$ cat src/rtl/cnn_div_pkg.sv
// Shared constants and FSM encoding for the 21s/7u restoring divider.
// Widths here are the defaults; the top module may override them by parameter.
package cnn_div_pkg;

    localparam int DIV_DIVIDEND_W = 21;
    localparam int DIV_DIVISOR_W  = 7;
    localparam int DIV_QUOT_W     = 14;

    typedef enum logic [1:0] {
        S_IDLE = 2'd0,
        S_CALC = 2'd1,
        S_FIX  = 2'd2,
        S_DONE = 2'd3
    } div_state_e;

endpackage

$ cat src/rtl/cnn_sdiv_21s_7u_step.sv
// One restoring-division step: shift in the next dividend bit, trial subtract, restore.
// Purely combinational; the caller owns all state.
module cnn_sdiv_21s_7u_step #(
    parameter int DIVISOR_W = 7
) (
    input  logic [DIVISOR_W-1:0] prem_i,
    input  logic                 bit_i,
    input  logic [DIVISOR_W-1:0] divisor_i,
    output logic [DIVISOR_W-1:0] prem_o,
    output logic                 q_bit_o
);

    logic [DIVISOR_W:0] shifted;

    // Partial remainder is always below the divisor, so the result fits back in DIVISOR_W bits.
    always_comb begin
        shifted = {prem_i, bit_i};
        q_bit_o = (shifted >= {1'b0, divisor_i});
        prem_o  = q_bit_o ? DIVISOR_W'(shifted - {1'b0, divisor_i}) : shifted[DIVISOR_W-1:0];
    end

endmodule

$ cat src/rtl/cnn_sdiv_21s_7u.sv
// Signed/unsigned divider with saturating quotient; 22-cycle result (2 for divide-by-zero).
// One operation in flight; result held until out_ready, then a one-cycle bubble before in_ready.
module cnn_sdiv_21s_7u
    import cnn_div_pkg::*;
#(
    parameter int DIVIDEND_W = DIV_DIVIDEND_W,
    parameter int DIVISOR_W  = DIV_DIVISOR_W,
    parameter int QUOT_W     = DIV_QUOT_W
) (
    input  logic                  ap_clk,
    input  logic                  ap_rst_n,
    input  logic                  in_valid,
    output logic                  in_ready,
    input  logic [DIVIDEND_W-1:0] dividend,
    input  logic [DIVISOR_W-1:0]  divisor,
    output logic                  out_valid,
    input  logic                  out_ready,
    output logic [QUOT_W-1:0]     quot,
    output logic [DIVISOR_W:0]    rem,
    output logic                  ovf,
    output logic                  dz
);

    localparam int CNT_W = $clog2(DIVIDEND_W + 1);
    localparam int REM_W = DIVISOR_W + 1;
    localparam logic [CNT_W-1:0]      CNT_LAST = CNT_W'(DIVIDEND_W - 1);
    localparam logic [DIVIDEND_W-1:0] POS_LIM  = DIVIDEND_W'((1 << (QUOT_W - 1)) - 1);
    localparam logic [DIVIDEND_W-1:0] NEG_LIM  = DIVIDEND_W'(1 << (QUOT_W - 1));
    localparam logic [QUOT_W-1:0]     Q_MAX    = {1'b0, {(QUOT_W-1){1'b1}}};
    localparam logic [QUOT_W-1:0]     Q_MIN    = {1'b1, {(QUOT_W-1){1'b0}}};

    div_state_e             state_q;
    logic [CNT_W-1:0]       cnt_q;
    logic [DIVIDEND_W-1:0]  qm_q;
    logic [DIVISOR_W-1:0]   prem_q;
    logic [DIVISOR_W-1:0]   dvs_q;
    logic                   neg_q;
    logic                   in_ready_q;
    logic                   out_valid_q;
    logic [QUOT_W-1:0]      quot_q;
    logic [REM_W-1:0]       rem_q;
    logic                   ovf_q;
    logic                   dz_q;

    logic [DIVISOR_W-1:0]   prem_d;
    logic                   q_bit;
    logic [QUOT_W-1:0]      fix_quot;
    logic [REM_W-1:0]       fix_rem;
    logic                   fix_ovf;
    logic                   div_zero;

    assign div_zero = (dvs_q == '0);

    // qm_q starts as |dividend| and, bit by bit, is replaced by the quotient magnitude.
    cnn_sdiv_21s_7u_step #(
        .DIVISOR_W (DIVISOR_W)
    ) u_step (
        .prem_i    (prem_q),
        .bit_i     (qm_q[DIVIDEND_W-1]),
        .divisor_i (dvs_q),
        .prem_o    (prem_d),
        .q_bit_o   (q_bit)
    );

    always_comb begin
        fix_quot = '0;
        fix_rem  = '0;
        fix_ovf  = 1'b0;
        if (div_zero) begin
            fix_quot = neg_q ? Q_MIN : Q_MAX;
        end else if (neg_q) begin
            fix_rem = -{1'b0, prem_q};
            if (qm_q > NEG_LIM) begin
                fix_quot = Q_MIN;
                fix_ovf  = 1'b1;
            end else begin
                fix_quot = -qm_q[QUOT_W-1:0];
            end
        end else begin
            fix_rem = {1'b0, prem_q};
            if (qm_q > POS_LIM) begin
                fix_quot = Q_MAX;
                fix_ovf  = 1'b1;
            end else begin
                fix_quot = qm_q[QUOT_W-1:0];
            end
        end
    end

    always_ff @(posedge ap_clk or negedge ap_rst_n) begin
        if (!ap_rst_n) begin
            state_q     <= S_IDLE;
            cnt_q       <= '0;
            qm_q        <= '0;
            prem_q      <= '0;
            dvs_q       <= '0;
            neg_q       <= 1'b0;
            in_ready_q  <= 1'b0;
            out_valid_q <= 1'b0;
            quot_q      <= '0;
            rem_q       <= '0;
            ovf_q       <= 1'b0;
            dz_q        <= 1'b0;
        end else begin
            case (state_q)
                S_IDLE: begin
                    in_ready_q <= 1'b1;
                    if (in_valid && in_ready_q) begin
                        qm_q       <= dividend[DIVIDEND_W-1] ? -dividend : dividend;
                        dvs_q      <= divisor;
                        neg_q      <= dividend[DIVIDEND_W-1];
                        prem_q     <= '0;
                        cnt_q      <= '0;
                        in_ready_q <= 1'b0;
                        state_q    <= (divisor == '0) ? S_FIX : S_CALC;
                    end
                end
                S_CALC: begin
                    qm_q   <= {qm_q[DIVIDEND_W-2:0], q_bit};
                    prem_q <= prem_d;
                    if (cnt_q == CNT_LAST) begin
                        cnt_q   <= '0;
                        state_q <= S_FIX;
                    end else begin
                        cnt_q <= cnt_q + CNT_W'(1);
                    end
                end
                S_FIX: begin
                    // Divide-by-zero dwells one extra cycle here to give it a fixed 2-cycle latency.
                    if (div_zero && cnt_q == '0) begin
                        cnt_q <= CNT_W'(1);
                    end else begin
                        cnt_q       <= '0;
                        quot_q      <= fix_quot;
                        rem_q       <= fix_rem;
                        ovf_q       <= fix_ovf;
                        dz_q        <= div_zero;
                        out_valid_q <= 1'b1;
                        state_q     <= S_DONE;
                    end
                end
                S_DONE: begin
                    if (out_ready) begin
                        out_valid_q <= 1'b0;
                        in_ready_q  <= 1'b1;
                        state_q     <= S_IDLE;
                    end
                end
                default: begin
                    state_q <= S_IDLE;
                end
            endcase
        end
    end

    assign in_ready  = in_ready_q;
    assign out_valid = out_valid_q;
    assign quot      = quot_q;
    assign rem       = rem_q;
    assign ovf       = ovf_q;
    assign dz        = dz_q;

endmodule
$ cat config.mk
export PLATFORM = sky130hd
export DESIGN_NAME = cnn_sdiv_21s_7u
export DESIGN_NICKNAME = d
export VERILOG_FILES = /design/src/rtl/cnn_div_pkg.sv /design/src/rtl/cnn_sdiv_21s_7u_step.sv /design/src/rtl/cnn_sdiv_21s_7u.sv
export SDC_FILE = /design/constraint.sdc
export NUM_CORES = 1
export LEC_CHECK = 0
export CORE_MARGIN = 2
export CORE_UTILIZATION = 60
export DETAILED_ROUTE_END_ITERATION = 7
export PLACE_DENSITY = 0.86
export SLEW_MARGIN = 20
export SYNTH_ARGS = -nofsm -noshare
export SYNTH_HDL_FRONTEND = slang
export SYNTH_SLANG_ARGS = --single-unit
$ cat constraint.sdc
create_clock -name ap_clk -period 7.2 [get_ports ap_clk]
set_input_delay 1.08 -clock ap_clk [delete_from_list [all_inputs] [get_ports ap_clk]]
set_output_delay 1.08 -clock ap_clk [all_outputs]
set_load 0.01 [all_outputs]
Yosys cells after proc, flatten, opt, wreduce, memory -nomap -nowiden
Index checks and enable logic that the tools add are counted.
{ "totals": {"ff_bits": 69, "inputBits": 32, "output_inout_bits": 26} }
{ "classes": {"addsub": 5, "order_cmp": 3, "n_eq_ne": 8, "muxes": 33, "bitwise_logic": 1, "n_reduce_logical": 17} }
{ "op_table": {"columns": ["operator", "n"], "rows": [
  ["2-to-1 mux 14 bit", 5],
  ["2-to-1 mux 21 bit", 2],
  ["one-hot mux 21 bit (2 select lines)", 1],
  ["> comparator 21 x 13 -> 1 bit (second input constant)", 1],
  ["> comparator 21 x 14 -> 1 bit (second input constant)", 1],
  ["negation 21 bit", 1],
  ["2-to-1 mux 8 bit", 2],
  ["one-hot mux 5 bit (3 select lines)", 1],
  ["zero test 7 bit", 2],
  ["2-to-1 mux 7 bit", 2],
  ["negation 14 bit", 1],
  ["one-hot mux 7 bit (2 select lines)", 1],
  ["2-to-1 mux 2 bit", 5],
  ["2-to-1 mux 5 bit", 2],
  ["AND reduction 2 bit", 5],
  ["2-to-1 mux 1 bit", 9],
  [">= comparator 8 x 7 -> 1 bit", 1],
  ["inequality test 2 bit (second input constant)", 4],
  ["negation 7 -> 8 bit", 1],
  ["one-hot mux 2 bit (4 select lines)", 1],
  ["subtractor 7 bit", 1],
  ["nonzero test 2 bit", 3],
  ["adder 5 x 1 -> 5 bit (second input constant)", 1],
  ["== test 5 bit (second input constant)", 1],
  ["10 further kinds", 13]
]} }

Longest topological paths before layout
Gate-level depths: netlist of the first run.
{ "logic_depth": {"ltp_word": 4, "ltp_mapped": 10, "depth_no_buf": 9} }

Cells and area by module
A second synthesis of the first run with hierarchy kept.
{ "unflattened": {"hier_cells": 502, "hier_area_um2": 4473.0} }
{ "modules_own_cells": {"columns": ["module", "instances", "cells_per_inst", "area_each_um2", "seq_area_each_um2"], "rows": [
  ["cnn_sdiv_21s_7u", 1, 444, 4008.8, 1726.7],
  ["cnn_sdiv_21s_7u_step", 1, 58, 464.2, 0.0]
]} }

Least setup slack after synthesis of the first run
OpenSTA, ideal clock, no wires.
{ "synth_path": {"path_type": "input to register", "startpoint": "in dividend[5]", "endpoint": "reg qm_q[18]", "arrival_time_ps": 2790, "required_time_ps": 7105, "slack_ps": 4314, "cell_stages": 6, "path_buffers": 0, "cell_sequence": "or4_4 -> or3_4 -> o41ai_4 -> xor2_1 -> and2b_2 -> o31ai_1"} }
{ "synth_between": {"elab_chain_cells": 4} }
{ "synth_lines": {"columns": ["item", "line", "text"], "rows": [
  ["from (decl)", "cnn_sdiv_21s_7u.sv:14", "input logic [DIVIDEND_W-1:0] dividend,"],
  ["negation 21 bit", "cnn_sdiv_21s_7u.sv:109", "qm_q <= dividend[DIVIDEND_W-1] ? -dividend : dividend;"],
  ["2-to-1 mux 21 bit", "cnn_sdiv_21s_7u.sv:109", null],
  ["2-to-1 mux 21 bit", "cnn_sdiv_21s_7u.sv:108", "if (in_valid && in_ready_q) begin"],
  ["one-hot mux 21 bit (2 select lines)", "cnn_sdiv_21s_7u.sv:105", "case (state_q)"],
  ["to (signal assigned)", "cnn_sdiv_21s_7u.sv:109", null],
  ["to (signal assigned)", "cnn_sdiv_21s_7u.sv:119", "qm_q <= {qm_q[DIVIDEND_W-2:0], q_bit};"],
  ["to (decl)", "cnn_sdiv_21s_7u.sv:34", "logic [DIVIDEND_W-1:0] qm_q;"]
]} }
No other way between the ends. The select of a mux whose other input is x is not followed.
A chain may end at the register's enable or synchronous reset.

Final worst setup path of the first run
Ends and elaborated chain as after synthesis.

==> metrics.csv, run 1 <==
stage,metric,value,unit
floorplanning,Initial Util,61.62,%
synthesis,synthesized area per cell,8.927,um^2
synthesis,Cells after Synth,498,
clock_network,setup bufs post-CTS,0,
power,Power Density,434.6,nW/um^2
synthesis,Yosys reg bits,69,
final_layout,post-layout util,73.93,%
job,max-cap violations,0,
route,via count of the routed design,3920,
route,drt via density,6.040,
final_layout,post-route cell area,5334,um^2
synthesis,Post-Syn Area,4446,um^2
sta,Max Slew Vio Count,0,
floorplanning,core area,7214,um^2
power,Pwr Total,2.318,mW
hold_path,Worst Hold End,rem[7],
power,sequential share of power,32.6,%
synthesis,largest area contributor in the netlist,dfrtp_1,
hold_path,Hold WC Path Type,flip-flop to flip-flop,
global_routing,GRT Util Overall,26.02,%
route,final WL,10.29,mm
power,portion of total power attributed to combinational logic,50.1,%
power,Max IR drop VDD,0.3280,mV
power,Cell Int Power,1.338,mW
sta,"Period Utilization, post-route",43.16,%
sta,Slew headroom,42.55,%
floorplanning,Die Span X,90.08,um
placement,placed instance count,633,
sta,Worst Tran Pin Value,0.8618,ns
critical_path,Critical Path Sink Type,flip-flop,
clock_network,Worst-path clk slew,0.07,ns
sta,final hold vios,0,
critical_path,Reg2Reg Depth,6,
final_layout,layout cells sized above 1,9.273,%
critical_path,critical path arrival,3.37,ns
clock_network,TritonCTS clock tree,done,
clock_network,clock latency on the worst-skew pair,0.35,ns
final_layout,n_diodes,0,
floorplanning,Rows,31,
power,leakage,2.283,nW
power,Psw,979.6,uW
synthesis,syn_nets,548,
critical_path,reg2reg setup slack,4.53,ns
critical_path,Setup CP Type,input port to flip-flop,
global_routing,largest net degree at the start of global routing,70,
power,Net Sw Frac,42.26,%
clock_network,Sink Count,69,
placement,Area after DPL,5076,um^2
critical_path,required time of the critical path,7.46,ns
clock_network,root buffer cell,clkbuf_8,
synthesis,"count leader, synth",dfrtp_1,
synthesis,Post-synth EDFFs,0,
route,"antenna viol nets, final",0,
sta,Period minus WS final,3.108,ns
synthesis,post-synth top area share,38.84,%
sta,RSZ-0062 raised after global routing,false,
placement,gp weighted congestion,0.8981,
sta,setup ws final,4.092,ns
final_layout,Final nets,595,
clock_network,clock buffer depth,2,
sta,Worst Hold Slack,0.4737,ns
critical_path,largest fanout on the critical path,5,
placement,HPWL after detailed placement,7.331,mm
floorplanning,Top Ports,58,
clock_network,# resized after CTS,0,
sta,final setup vio count,0,
route,wire per inst,15.86,um
synthesis,synth cell count leaders,"69 x dfrtp_1, 68 x nand2_1, 51 x o21ai_0, 28 x nor2_1, 24 x inv_1",
clock_network,H-tree depth,3,
route,detailed router's first-iteration violation count,235,
critical_path,reg2reg end,quot[4],
power,clock share of power,17.4,%
critical_path,instance count on the critical path,7,
global_routing,initial antenna violation count,0,
synthesis,Synth async-reset ratio,100.0,%
floorplanning,die height,90.08,um
critical_path,CP max-delay cell,or4_4,
sta,clk_skew,0.009867,ns
hold_path,hold path cells,2,
critical_path,CP Buf/Inv Count,1,
route,Post-route DRC,0,
final_layout,Finished Layout Cells,649,
route,DR pass1 iterations,5,
synthesis,prevailing post-synth register cell,dfrtp_1,
global_routing,vias in the first global route,3749,
critical_path,CP max stage delay,0.57,ns
critical_path,startpoint class of the critical path,input port,
critical_path,Crit path max-delay family,simple AND/OR/NAND/NOR gates,
critical_path,worst reg2reg startpoint,qm_q[18],
final_layout,area grow syn2layout,19.98,%
clock_network,total CTS buffers,9,
placement,Place WS,3.732,ns
synthesis,largest cells by area after synthesis,"dfrtp_1 39%, o21ai_0 5.7%, nand2_1 5.7%, ha_1 4.8%, xor2_1 4.1%",
run_status,outcome,completed,
hold_path,hold path startpoint,rem[7],
critical_path,"Cell Chain, Critical Path","clkdlybuf4s50_1, or4_4, or3_4, o41ai_4, xor2_1, and2b_2, o31ai_1",
sta,TNS Setup,0,ns
synthesis,Synth Warn #,0,
global_routing,first-pass GRT wire length,17.37,mm
sta,Fmax,321.8,MHz
synthesis,library cells used by synthesis,62,
synthesis,register area share after synthesis,38.84,%
placement,PortBufs,57,
floorplanning,total die area,8114,um^2
clock_network,CTS Hold Bufs,0,
global_routing,gr ovfl total,0,
## state kept, by name, summed over array words and instances, names as in the netlist, 2 cells and up
signal,cells
dvs_q,7
qm_q,21
rem,8
prem_q,7
cnt_q,5
state_q,2
quot,14
## power groups by stage
stage | sequential, mW | combinational (mW) | clock (mW)
global placement | 0.745 | 1.10 | 0
CTS | 0.749 | 1.16 | 0.404
global route | 0.783 | 1.29 | 0.421
floorplan | 0.703 | 0.820 | 0
finish | 0.755 | 1.16 | 0.403
detailed placement | 0.756 | 1.15 | 0
## cell usage in the layout, fill, tap and decap left out, types with 4 or more instances in the layout
cell type        instances
nor2_1                  28
xor2_1                  21
ha_1                    17
xnor2_1                 13
nor3b_1                  7
nand3_1                  4
o21ai_1                  5
nand2_1                 68
nor2b_1                  7
inv_1                   24
a21oi_1                 18
clkbuf_8                11
dfrtp_1                 69
nor4_1                   9
nand2b_1                 8
o31ai_1                  8
o21ai_0                 51
a211oi_1                10
and3_1                   6
clkdlybuf4s50_1         56
buf_4                    4
mux2i_1                 13
nand4_1                  8
mux2_2                   9
nor3_1                   8
or3_1                    8
## metal layers
layer / up-vias / GRT usage, % / routed length (um)
met4: 0 / 11.79 / 257
met1: 1871 / 35.00 / 4543
met3: 26 / 3.018 / 553
met2: 143 / 42.48 / 4938
li1: 1880 / - / -
met5: - / 0 / 0
## tightest hold or removal path: cells and delay by family, from the launching register on
family        cells  cell delay (ns)
simple gates      2             0.10
flops             1             0.34
## cells by family after synthesis
family,after synthesis,share of synthesized area (%)
muxes,22,5.207
AOI/OAI and AO/OA,124,18.29
DFF,69,38.84
adders and majority gates,18,5.235
buffers and inverters,49,4.278
xor gates and xnor gates,34,6.699
and+or+nand+nor,182,21.45
## worst max path at each step
| stage | start | to |
|---|---|---|
| floorplan | dividend[5] | qm_q[18] |
| global placement | dividend[5] | qm_q[18] |
| detailed placement | dividend[5] | qm_q[18] |
| CTS | dividend[5] | qm_q[18] |
| global route | dividend[13] | qm_q[18] |
| finish | dividend[5] | qm_q[18] |
## final cells by class
cell class	instances	area (um^2)
clock buffers	11	151.4
well taps	99	123.9
repair buffers	61	595.6
inverters	24	90.09
fillers	536	1881
flip-flops and latches	69	1727
multi-input cells	380	2540
clock inverters	5	106.4
Power figures use the tool's default switching activity.
==> run 2: changes to the inputs <==
--- a/config.mk
+++ b/config.mk
@@ -6,9 +6,9 @@
 export NUM_CORES = 1
 export LEC_CHECK = 0
 export CORE_MARGIN = 2
-export CORE_UTILIZATION = 60
+export CORE_UTILIZATION = 56
 export DETAILED_ROUTE_END_ITERATION = 7
-export PLACE_DENSITY = 0.86
+export PLACE_DENSITY = 0.81
 export SLEW_MARGIN = 20
 export SYNTH_ARGS = -nofsm -noshare
 export SYNTH_HDL_FRONTEND = slang
==> constraint.sdc (replaced) <==
create_clock -name ap_clk -period 3.25 [get_ports ap_clk]
set_input_delay 0.4875 -clock ap_clk [delete_from_list [all_inputs] [get_ports ap_clk]]
set_output_delay 0.4875 -clock ap_clk [all_outputs]
set_load 0.01 [all_outputs]
==> metrics.csv, run 2 (synthesis results as in run 1) <==
stage,metric,value,unit
clock_network,root buffer cell,clkbuf_8,
critical_path,Crit path max-delay family,simple AND/OR/NAND/NOR gates,
critical_path,largest fanout on the critical path,29,
placement,HPWL after detailed placement,7.618,mm
critical_path,"Cell Chain, Critical Path","nor4_1, nand2_1, o41ai_2, buf_4, nor3_2, a211oi_1, o21ai_0",
power,Power Density,938.7,nW/um^2
clock_network,Sink Count,69,
critical_path,Critical Path Sink Type,flip-flop,
placement,PortBufs,57,
sta,Worst Hold Slack,0.2652,ns
global_routing,met2 Usage GRT,41.36,%
sta,RSZ-0062 raised after global routing,false,
final_layout,most frequent cells in the layout,"69 x dfrtp_1, 68 x nand2_1, 56 x clkdlybuf4s50_1, 51 x o21ai_0, 28 x nor2_1",
global_routing,initial antenna violation count,0,
sta,final setup vio count,0,
hold_path,Hold WC Path Type,input port to asynchronous set/reset pin,
route,DR pass1 iterations,5,
sta,Period minus WS final,2.674,ns
global_routing,first-pass GRT wire length,17.92,mm
global_routing,met3 usage,4.351,%
route,detailed router's first-iteration violation count,313,
global_routing,GRT Max-Usage Layer,met2,
floorplanning,Top Ports,58,
floorplanning,Initial Util,57.53,%
floorplanning,Die Span X,93.10,um
final_layout,layout cells sized above 1,9.420,%
critical_path,Setup CP Type,flip-flop to flip-flop,
global_routing,largest net degree at the start of global routing,43,
route,"antenna viol nets, final",0,
global_routing,vias in the first global route,3760,
sta,Fmax,373.9,MHz
final_layout,"commonest non-fill, non-tap cell in the layout",dfrtp_1,
critical_path,CP max-delay cell,nor4_1,
job,max-cap violations,0,
clock_network,clock buffer depth,2,
critical_path,CP Buf/Inv Count,1,
clock_network,H-tree depth,3,
critical_path,critical path arrival,2.87,ns
route,Post-route DRC,0,
critical_path,CP max stage delay,0.53,ns
route,wire per inst,16.09,um
global_routing,gr ovfl total,0,
floorplanning,Rows,32,
final_layout,area grow syn2layout,19.42,%
clock_network,total CTS buffers,9,
clock_network,Worst-path clk slew,0.07,ns
critical_path,required time of the critical path,3.44,ns
run_status,outcome,completed,
sta,Slew headroom,41.14,%
placement,gp weighted congestion,0.8979,
global_routing,GRT met1 Usage,35.38,%
floorplanning,core area,7727,um^2
final_layout,Final nets,599,
sta,final hold vios,0,
route,via count of the routed design,3904,
sta,clk_skew,0.006575,ns
power,leakage,2.278,nW
sta,Worst Tran Pin Value,0.8829,ns
final_layout,largest register by flop count,qm_q,
floorplanning,total die area,8667,um^2
clock_network,# resized after CTS,0,
final_layout,max reg flops,21,
clock_network,CTS Hold Bufs,0,
sta,TNS Setup,0,ns
power,Pwr Total,4.983,mW
sta,"Period Utilization, post-route",82.29,%
sta,Max Slew Vio Count,0,
power,Max IR drop VDD,0.5927,mV
clock_network,clock latency on the worst-skew pair,0.34,ns
floorplanning,die height,93.10,um
critical_path,startpoint class of the critical path,flip-flop,
final_layout,n_diodes,0,
route,final WL,10.52,mm
global_routing,GRT Util Overall,26.01,%
route,drt via density,5.969,
clock_network,setup bufs post-CTS,0,
clock_network,TritonCTS clock tree,done,
[run 2: cell type report]
type | count | area [um^2]
inverter | 24 | 90.09
timing repair buffer | 65 | 625.6
multi-input combinational | 380 | 2540
clock buffer | 13 | 168.9
sequential | 69 | 1727
tap | 102 | 127.6
fill | 591 | 2419
clock inverter | 1 | 30.03
[run 2: path summary, 6_finish.rpt]
path / from / to / cells past startpoint / slack [ns]
setup / recovery: dvs_q[2] / quot[10] / 7 / 0.58
hold / removal: ap_rst_n / in_ready / 1 / 0.27
setup reg to reg: dvs_q[2] / quot[10] / 7 / 0.58
hold reg to reg: rem[6] / rem[6] / 2 / 0.48
max in group asynchronous: ap_rst_n / qm_q[2] / 2 / 2.21
min in group ap_clk: rem[6] / rem[6] / 2 / 0.48
[run 2: through the flow]
stage | setup slack (ns) | std cells | area [um^2] | utilization (%)
2_1_floorplan | 0.9290 | 498 | 4446 | -
3_3_place_gp | 0.4235 | 640 | 5110 | 66.13
3_5_place_dp | 0.3628 | 640 | 5110 | 66.13
4_1_cts | 0.6485 | 654 | 5309 | 68.70
5_1_grt | 0.3414 | 654 | 5309 | 68.70
6_report | 0.5757 | 654 | 5309 | 68.70
[run 2: where the power goes]
| part | switching (mW) | internal, mW |
|---|---|---|
| Sequential | 0.442 | 1.24 |
| Combinational | 1.40 | 1.19 |
| Clock | 0.308 | 0.410 |
[run 2: worst reg2reg max path, stage by stage, from the launching register on]
cell      delay, ns
dfrtp_1        0.40
nor4_1         0.53
nand2_1        0.27
o41ai_2        0.39
buf_4          0.36
nor3_2         0.18
a211oi_1       0.29
o21ai_0        0.12
[run 2: metal layers]
layer | routed length, um | share of wire (%) | vias to the layer above
met5 | 0 | 0 | -
met4 | 244 | 2.3 | 0
met3 | 530 | 5.0 | 22
met2 | 4992 | 47 | 130
met1 | 4752 | 45 | 1876
li1 | - | - | 1876
